===== src/rtl/bpeb_term_sched.sv =====
// Booth-pair essential-bit term scheduler; BPEB_TERM_STATS_EN adds saturating term/operand counters.
// Latency: 1 + N cycles per operand (2 if no terms); term_* held stable while term_ready is low.
module bpeb_term_sched #(
    parameter int NUM_TERMS = 8,
    parameter int NAP_MAX   = 6,
    parameter int DATA_W    = 2*NUM_TERMS
) (
    input  logic              clk,
    input  logic              rst_n,
    input  logic              in_valid,
    output logic              in_ready,
    input  logic [DATA_W-1:0] in_act,
    input  logic [3:0]        in_nap,
    output logic              term_valid,
    input  logic              term_ready,
    output logic              term_sign,
    output logic              term_dbl,
    output logic [3:0]        term_shift,
    output logic              term_last,
    output logic              act_done,
    output logic [3:0]        etc_out,
    output logic              busy
`ifdef BPEB_TERM_STATS_EN
    ,
    input  logic              stat_clr,
    output logic [15:0]       stat_terms,
    output logic [15:0]       stat_ops
`endif
);
    localparam int IDX_W = $clog2(NUM_TERMS);

    typedef enum logic [1:0] {S_IDLE, S_EMIT, S_ZERO} state_t;

    state_t               r_state;
    logic [NUM_TERMS-1:0] r_mask;
    logic [DATA_W-1:0]    r_act;
    logic [3:0]           r_etc;

    logic [DATA_W:0]      w_in_ext;
    logic [DATA_W:0]      w_lat_ext;
    logic [3:0]           w_nap_eff;
    logic [NUM_TERMS-1:0] w_new_mask;
    logic [3:0]           w_new_cnt;
    logic [3:0]           w_rem_cnt;
    logic [IDX_W-1:0]     w_idx;
    logic [2:0]           w_trip;
    logic                 w_emit;
    logic                 w_last;
    logic                 w_hs;

    // Bit -1 of the activation is an implicit zero appended below the LSB.
    assign w_in_ext  = {in_act, 1'b0};
    assign w_lat_ext = {r_act, 1'b0};
    assign w_nap_eff = (in_nap > 4'(NAP_MAX)) ? 4'(NAP_MAX) : in_nap;

    always_comb begin
        w_new_mask = '0;
        w_new_cnt  = '0;
        for (int i = 0; i < NUM_TERMS; i++) begin
            w_new_mask[i] = (w_in_ext[2*i +: 3] != 3'b000) &&
                            (w_in_ext[2*i +: 3] != 3'b111) &&
                            (i >= int'(w_nap_eff));
            w_new_cnt = w_new_cnt + 4'(w_new_mask[i]);
        end
    end

    // Scanning downward leaves the lowest set bit in w_idx.
    always_comb begin
        w_idx     = '0;
        w_rem_cnt = '0;
        for (int i = NUM_TERMS-1; i >= 0; i--) begin
            if (r_mask[i]) begin
                w_idx = IDX_W'(i);
            end
            w_rem_cnt = w_rem_cnt + 4'(r_mask[i]);
        end
    end

    assign w_trip = w_lat_ext[{w_idx, 1'b0} +: 3];
    assign w_emit = (r_state == S_EMIT);
    assign w_last = (w_rem_cnt == 4'd1);
    assign w_hs   = w_emit && term_ready;

    assign in_ready   = (r_state == S_IDLE);
    assign busy       = (r_state != S_IDLE);
    assign term_valid = w_emit;
    assign term_sign  = w_emit && w_trip[2];
    assign term_dbl   = w_emit && ((w_trip == 3'b011) || (w_trip == 3'b100));
    assign term_shift = w_emit ? 4'({w_idx, 1'b0}) : 4'd0;
    assign term_last  = w_emit && w_last;
    assign act_done   = (r_state == S_ZERO) || (w_hs && w_last);
    assign etc_out    = r_etc;

    always_ff @(posedge clk or negedge rst_n) begin
        if (!rst_n) begin
            r_state <= S_IDLE;
            r_mask  <= '0;
            r_act   <= '0;
            r_etc   <= '0;
        end else begin
            case (r_state)
                S_IDLE: begin
                    if (in_valid) begin
                        r_act   <= in_act;
                        r_mask  <= w_new_mask;
                        r_etc   <= w_new_cnt;
                        r_state <= (w_new_mask == '0) ? S_ZERO : S_EMIT;
                    end
                end
                S_ZERO: r_state <= S_IDLE;
                S_EMIT: begin
                    if (term_ready) begin
                        r_mask[w_idx] <= 1'b0;
                        if (w_last) begin
                            r_state <= S_IDLE;
                        end
                    end
                end
                default: r_state <= S_IDLE;
            endcase
        end
    end

`ifdef BPEB_TERM_STATS_EN
    logic [15:0] r_stat_terms;
    logic [15:0] r_stat_ops;

    always_ff @(posedge clk or negedge rst_n) begin
        if (!rst_n) begin
            r_stat_terms <= '0;
            r_stat_ops   <= '0;
        end else if (stat_clr) begin
            r_stat_terms <= '0;
            r_stat_ops   <= '0;
        end else begin
            if (w_hs && (r_stat_terms != 16'hFFFF)) begin
                r_stat_terms <= r_stat_terms + 16'd1;
            end
            if (act_done && (r_stat_ops != 16'hFFFF)) begin
                r_stat_ops <= r_stat_ops + 16'd1;
            end
        end
    end

    assign stat_terms = r_stat_terms;
    assign stat_ops   = r_stat_ops;
`endif
endmodule


===== config.mk =====
export PLATFORM = sky130hd
export DESIGN_NAME = bpeb_term_sched
export DESIGN_NICKNAME = d
export VERILOG_FILES = /design/src/rtl/bpeb_term_sched.sv
export SDC_FILE = /design/constraint.sdc
export NUM_CORES = 1
export LEC_CHECK = 0
export BUFFER_PORTS_ARGS = -buffer_cell sky130_fd_sc_hd__buf_2
export CAP_MARGIN = 30
export CORE_UTILIZATION = 51
export CTS_CLUSTER_DIAMETER = 60
export DETAILED_ROUTE_END_ITERATION = 8
export MAX_ROUTING_LAYER = met4
export PLACE_DENSITY_LB_ADDON = 0.25
export SLEW_MARGIN = 20
export SYNTH_ARGS = -nofsm -noshare
export SYNTH_HDL_FRONTEND = slang
export SYNTH_SLANG_ARGS = --single-unit

===== constraint.sdc =====
create_clock -name clk -period 3.4 [get_ports clk]
set_input_delay 0.68 -clock clk [delete_from_list [all_inputs] [get_ports clk]]
set_output_delay 0.68 -clock clk [all_outputs]
set_load 0.005 [all_outputs]

==> impl_metrics.xml <==
<?xml version="1.0" encoding="UTF-8"?>
<metrics>
  <group name="die">
    <metric name="core" unit="sq mm">0.004058</metric>
    <metric name="die_height" unit="um">67.34</metric>
    <metric name="design.die.area" unit="sq mm">0.004534</metric>
    <metric name="initial_core_util" unit="">0.5365</metric>
    <metric name="rows" unit="">23</metric>
    <metric name="num_io_pins" unit="">39</metric>
    <metric name="dieWidth" unit="um">67.34</metric>
  </group>
  <group name="final_layout">
    <metric name="register_area" unit="sq um">750.7</metric>
    <metric name="areaGrowthSynthToFinish" unit="%">28.16</metric>
    <metric name="layout-drive-gt1-share" unit="">0.4153</metric>
    <metric name="layout.nets" unit="">339</metric>
    <metric name="fill_cells" unit="">310</metric>
    <metric name="antenna-diode-count" unit="">0</metric>
    <metric name="multi_input_area" unit="sq mm">0.001309</metric>
  </group>
  <group name="timing">
    <metric name="max_slew_margin" unit="">0.5544</metric>
    <metric name="whs" unit="ns">0.4233</metric>
    <metric name="timing.final.crit_share" unit="">1.191</metric>
    <metric name="post-route-min-period" unit="ns">4.049</metric>
    <metric name="max_clock_freq" unit="MHz">247.0</metric>
    <metric name="transition_time_of_the_tightest_slew_check_pin" unit="ns">0.6683</metric>
    <metric name="timing.final.setup_violations" unit="">4</metric>
    <metric name="final_setup_slack_of_the_worst_path" unit="ns">-0.6488</metric>
    <metric name="timing.setup.tns" unit="ns">-1.317</metric>
    <metric name="report.final.slew_viol_count" unit="">0</metric>
    <metric name="hold_viol_final" unit="">0</metric>
    <metric name="clock_skew" unit="ns">0.003869</metric>
    <metric name="rsz0062_at_grt" unit="">yes</metric>
  </group>
  <group name="routing">
    <metric name="detail_route.first_pass.iterations" unit="">4</metric>
    <metric name="viasPerCell" unit="">5.667</metric>
    <metric name="drt_drc_violations_left" unit="">0</metric>
    <metric name="drt_iter0_markers" unit="">177</metric>
    <metric name="dr_total_vias" unit="">1989</metric>
    <metric name="sum_of_routed_wire_length_over_all_layers" unit="um">5441</metric>
    <metric name="antenna_violating_nets_post_route" unit="">0</metric>
    <metric name="route.detailed.wl_per_inst" unit="um">15.50</metric>
  </group>
  <group name="yosys">
    <metric name="synth_cell_types" unit="">56</metric>
    <metric name="synthArstFlopShare" unit="">1.000</metric>
    <metric name="ys_seq_elements" unit="">30</metric>
    <metric name="leading_area_contributor_after_synthesis" unit="">dfrtp_1</metric>
    <metric name="synth_area" unit="sq mm">0.002177</metric>
    <metric name="ys_top_cells_by_count" unit="">dfrtp_1 (30), inv_1 (27), o21ai_0 (20)</metric>
    <metric name="synth_enable_flop_cells" unit="">0</metric>
    <metric name="synthTopCellsByArea" unit="">dfrtp_1 (34%), mux2_2 (8.8%), fa_1 (7.4%)</metric>
    <metric name="fraction_of_post_synthesis_cell_area_in_the_top_cell_type_by_area" unit="">0.3448</metric>
    <metric name="synthesis.area_per_instance" unit="sq um">9.344</metric>
    <metric name="synth_warnings" unit="">0</metric>
    <metric name="synth.most_common_cell" unit="">dfrtp_1</metric>
    <metric name="synth_cells" unit="">233</metric>
    <metric name="synth_top_flop_cell" unit="">dfrtp_1</metric>
    <metric name="mappedNetlistNets" unit="">272</metric>
    <metric name="synth_seq_area_share" unit="">0.3448</metric>
  </group>
  <group name="global_routing">
    <metric name="wire_length_of_the_first_global_routing_pass" unit="um">9087</metric>
    <metric name="groute.usage.overall" unit="">0.2845</metric>
    <metric name="grt_remaining_overflow" unit="">0</metric>
    <metric name="largest_net_degree_at_the_start_of_global_routing" unit="">31</metric>
    <metric name="grt_pass1_vias" unit="">1875</metric>
    <metric name="antenna_found_initial" unit="">0</metric>
  </group>
  <group name="clocking">
    <metric name="clk-insertion-delay-late" unit="ns">0.28</metric>
    <metric name="clock_sink_count" unit="">30</metric>
    <metric name="h-tree-depth" unit="">2</metric>
    <metric name="clk_pin_slew_worst_paths" unit="ns">0.06</metric>
    <metric name="clk_root_buffer_cell" unit="">clkbuf_8</metric>
    <metric name="cts-root-to-sink-buffers" unit="">2</metric>
    <metric name="tritoncts" unit="">yes</metric>
    <metric name="numCtsBuffers" unit="">5</metric>
  </group>
  <group name="power">
    <metric name="worst_ir_drop_vdd" unit="mV">0.4429</metric>
    <metric name="cellPowerDensity" unit="mW/mm^2">889.4</metric>
    <metric name="power.static_leakage" unit="nW">1.323</metric>
  </group>
  <group name="critical_path">
    <metric name="crit_type" unit="">reg2out</metric>
    <metric name="endpoint_kind" unit="">output pin</metric>
    <metric name="critPathLaunchType" unit="">register</metric>
    <metric name="cp_data_arrival_time" unit="ns">3.37</metric>
    <metric name="worst-endpoint-required" unit="ns">2.72</metric>
    <metric name="worstPathMaxFanout" unit="">3</metric>
  </group>
  <group name="outcome">
    <metric name="violations" unit="">negative setup slack</metric>
    <metric name="status" unit="">complete, but fails checks</metric>
  </group>
  <group name="run">
    <metric name="maxCapViolations" unit="">0</metric>
  </group>
  <group name="placement">
    <metric name="count_of_input_and_output_buffers" unit="">37</metric>
    <metric name="gp_congestion" unit="">0.9276</metric>
    <metric name="dp_slack" unit="ns">-0.4745</metric>
    <metric name="placed_wire_length_estimate_after_detailed_placement" unit="um">4128</metric>
  </group>
  <group name="hold_path">
    <metric name="timing.hold.worst.class" unit="">in2async</metric>
  </group>
</metrics>
==> flip-flops by register name, summed over array words and instances, names as in the netlist <==
register / count
r_mask: 8
r_act: 16
etc_out: 4
r_state: 2
==> layer usage <==
layer	global-route usage	part of all wire	routed length [um]	up-vias
met3	0.04899	0.043	236	8
met5	-	0	0	-
met2	0.4600	0.50	2744	57
met1	0.3631	0.44	2376	952
li1	-	-	-	972
met4	0.08777	0.015	84	0
==> kinds of logic (layout without fill, tap and decap cells) <==
logic type,Yosys count,in the layout,synth area share
AO/OA/AOI/OAI,58,58,0.1753
multiplexers,17,17,0.08793
adder cells (fa/ha/maj),15,15,0.1138
other,1,1,0.001722
buffers and inverters,37,105,0.07701
flip-flops,30,30,0.3448
AND/OR/NAND/NOR,74,74,0.1954
XOR/XNOR,1,1,0.004024
==> where the power goes <==
group	total, mW	switching, mW	internal [mW]
sequential	0.627	0.118	0.509
combinational	1.52	0.790	0.729
clock	0.336	0.132	0.204
total	2.48	1.04	1.44
==> area by class of cell <==
class / count / area share
Multi-Input combinational cell: 166 / 0.4691
Sequential cell: 30 / 0.2691
Inverter: 27 / 0.03632
Timing Repair Buffer: 70 / 0.1637
Tap cell: 50 / 0.02242
Clock buffer: 8 / 0.03946
==> final timing paths <==
path / to / slack (ns) / from / cells past startpoint
worst max-delay path: act_done / -0.65 / r_mask[0] / 14
worst min-delay path: etc_out[3] / 0.42 / rst_n / 1
worst max register to register: r_state[0] / 0.11 / r_mask[0] / 14
worst min register to register: etc_out[1] / 0.47 / etc_out[1] / 2
max in group asynchronous: r_act[12] / 2.54 / rst_n / 1
min in group clk: etc_out[1] / 0.47 / etc_out[1] / 2
==> cells in the final DEF, fill, tap and decap left out, drive strengths merged, types with 2 or more instances in the layout <==
cell type and count:
o221a 2, or2 2, buf 70, dfrtp 30
nor2 16, a31oi 2, mux2 17, fa 8
a22oi 3, nor4 4, a21oi 8, clkbuf 8
a32oi 2, and2 2, nand2 13, o22ai 2
o311ai 3, o211ai 2, or3 5, ha 7
inv 27, nor2b 2, or4 2, a21o 3
nand3 15, nor3 5, o21ai 23, nand4 2
==> through the flow <==
step	cell area (sq um)	utilization	cells	power [mW]
2_1_floorplan	2196	-	233	1.626
3_3_place_gp	2580	0.6358	337	2.037
3_5_place_dp	2580	0.6358	337	2.080
4_1_cts	2744	0.6762	349	2.446
5_1_grt	2790	0.6876	351	2.712
6_report	2790	0.6876	351	2.482
==> worst max-delay path, stage by stage, from the launching register on <==
cell and delay (ns):
dfrtp_1 0.40, fa_1 0.56, inv_2 0.05, fa_1 0.50, fa_1 0.41, inv_1 0.07, ha_2 0.18, inv_2 0.04
fa_2 0.33, inv_2 0.07, nand3_2 0.08, o21ai_2 0.07, nand3_2 0.11, o22ai_1 0.11, buf_2 0.13
==> repair_timing <==
action                     CTS  global route
hold buffers                 0             0
setup buffers                4             1
setup endpoints to repair    4             6
pin swaps                    6             4
gates resized for setup      9             5
Power figures use the tool's default switching activity.
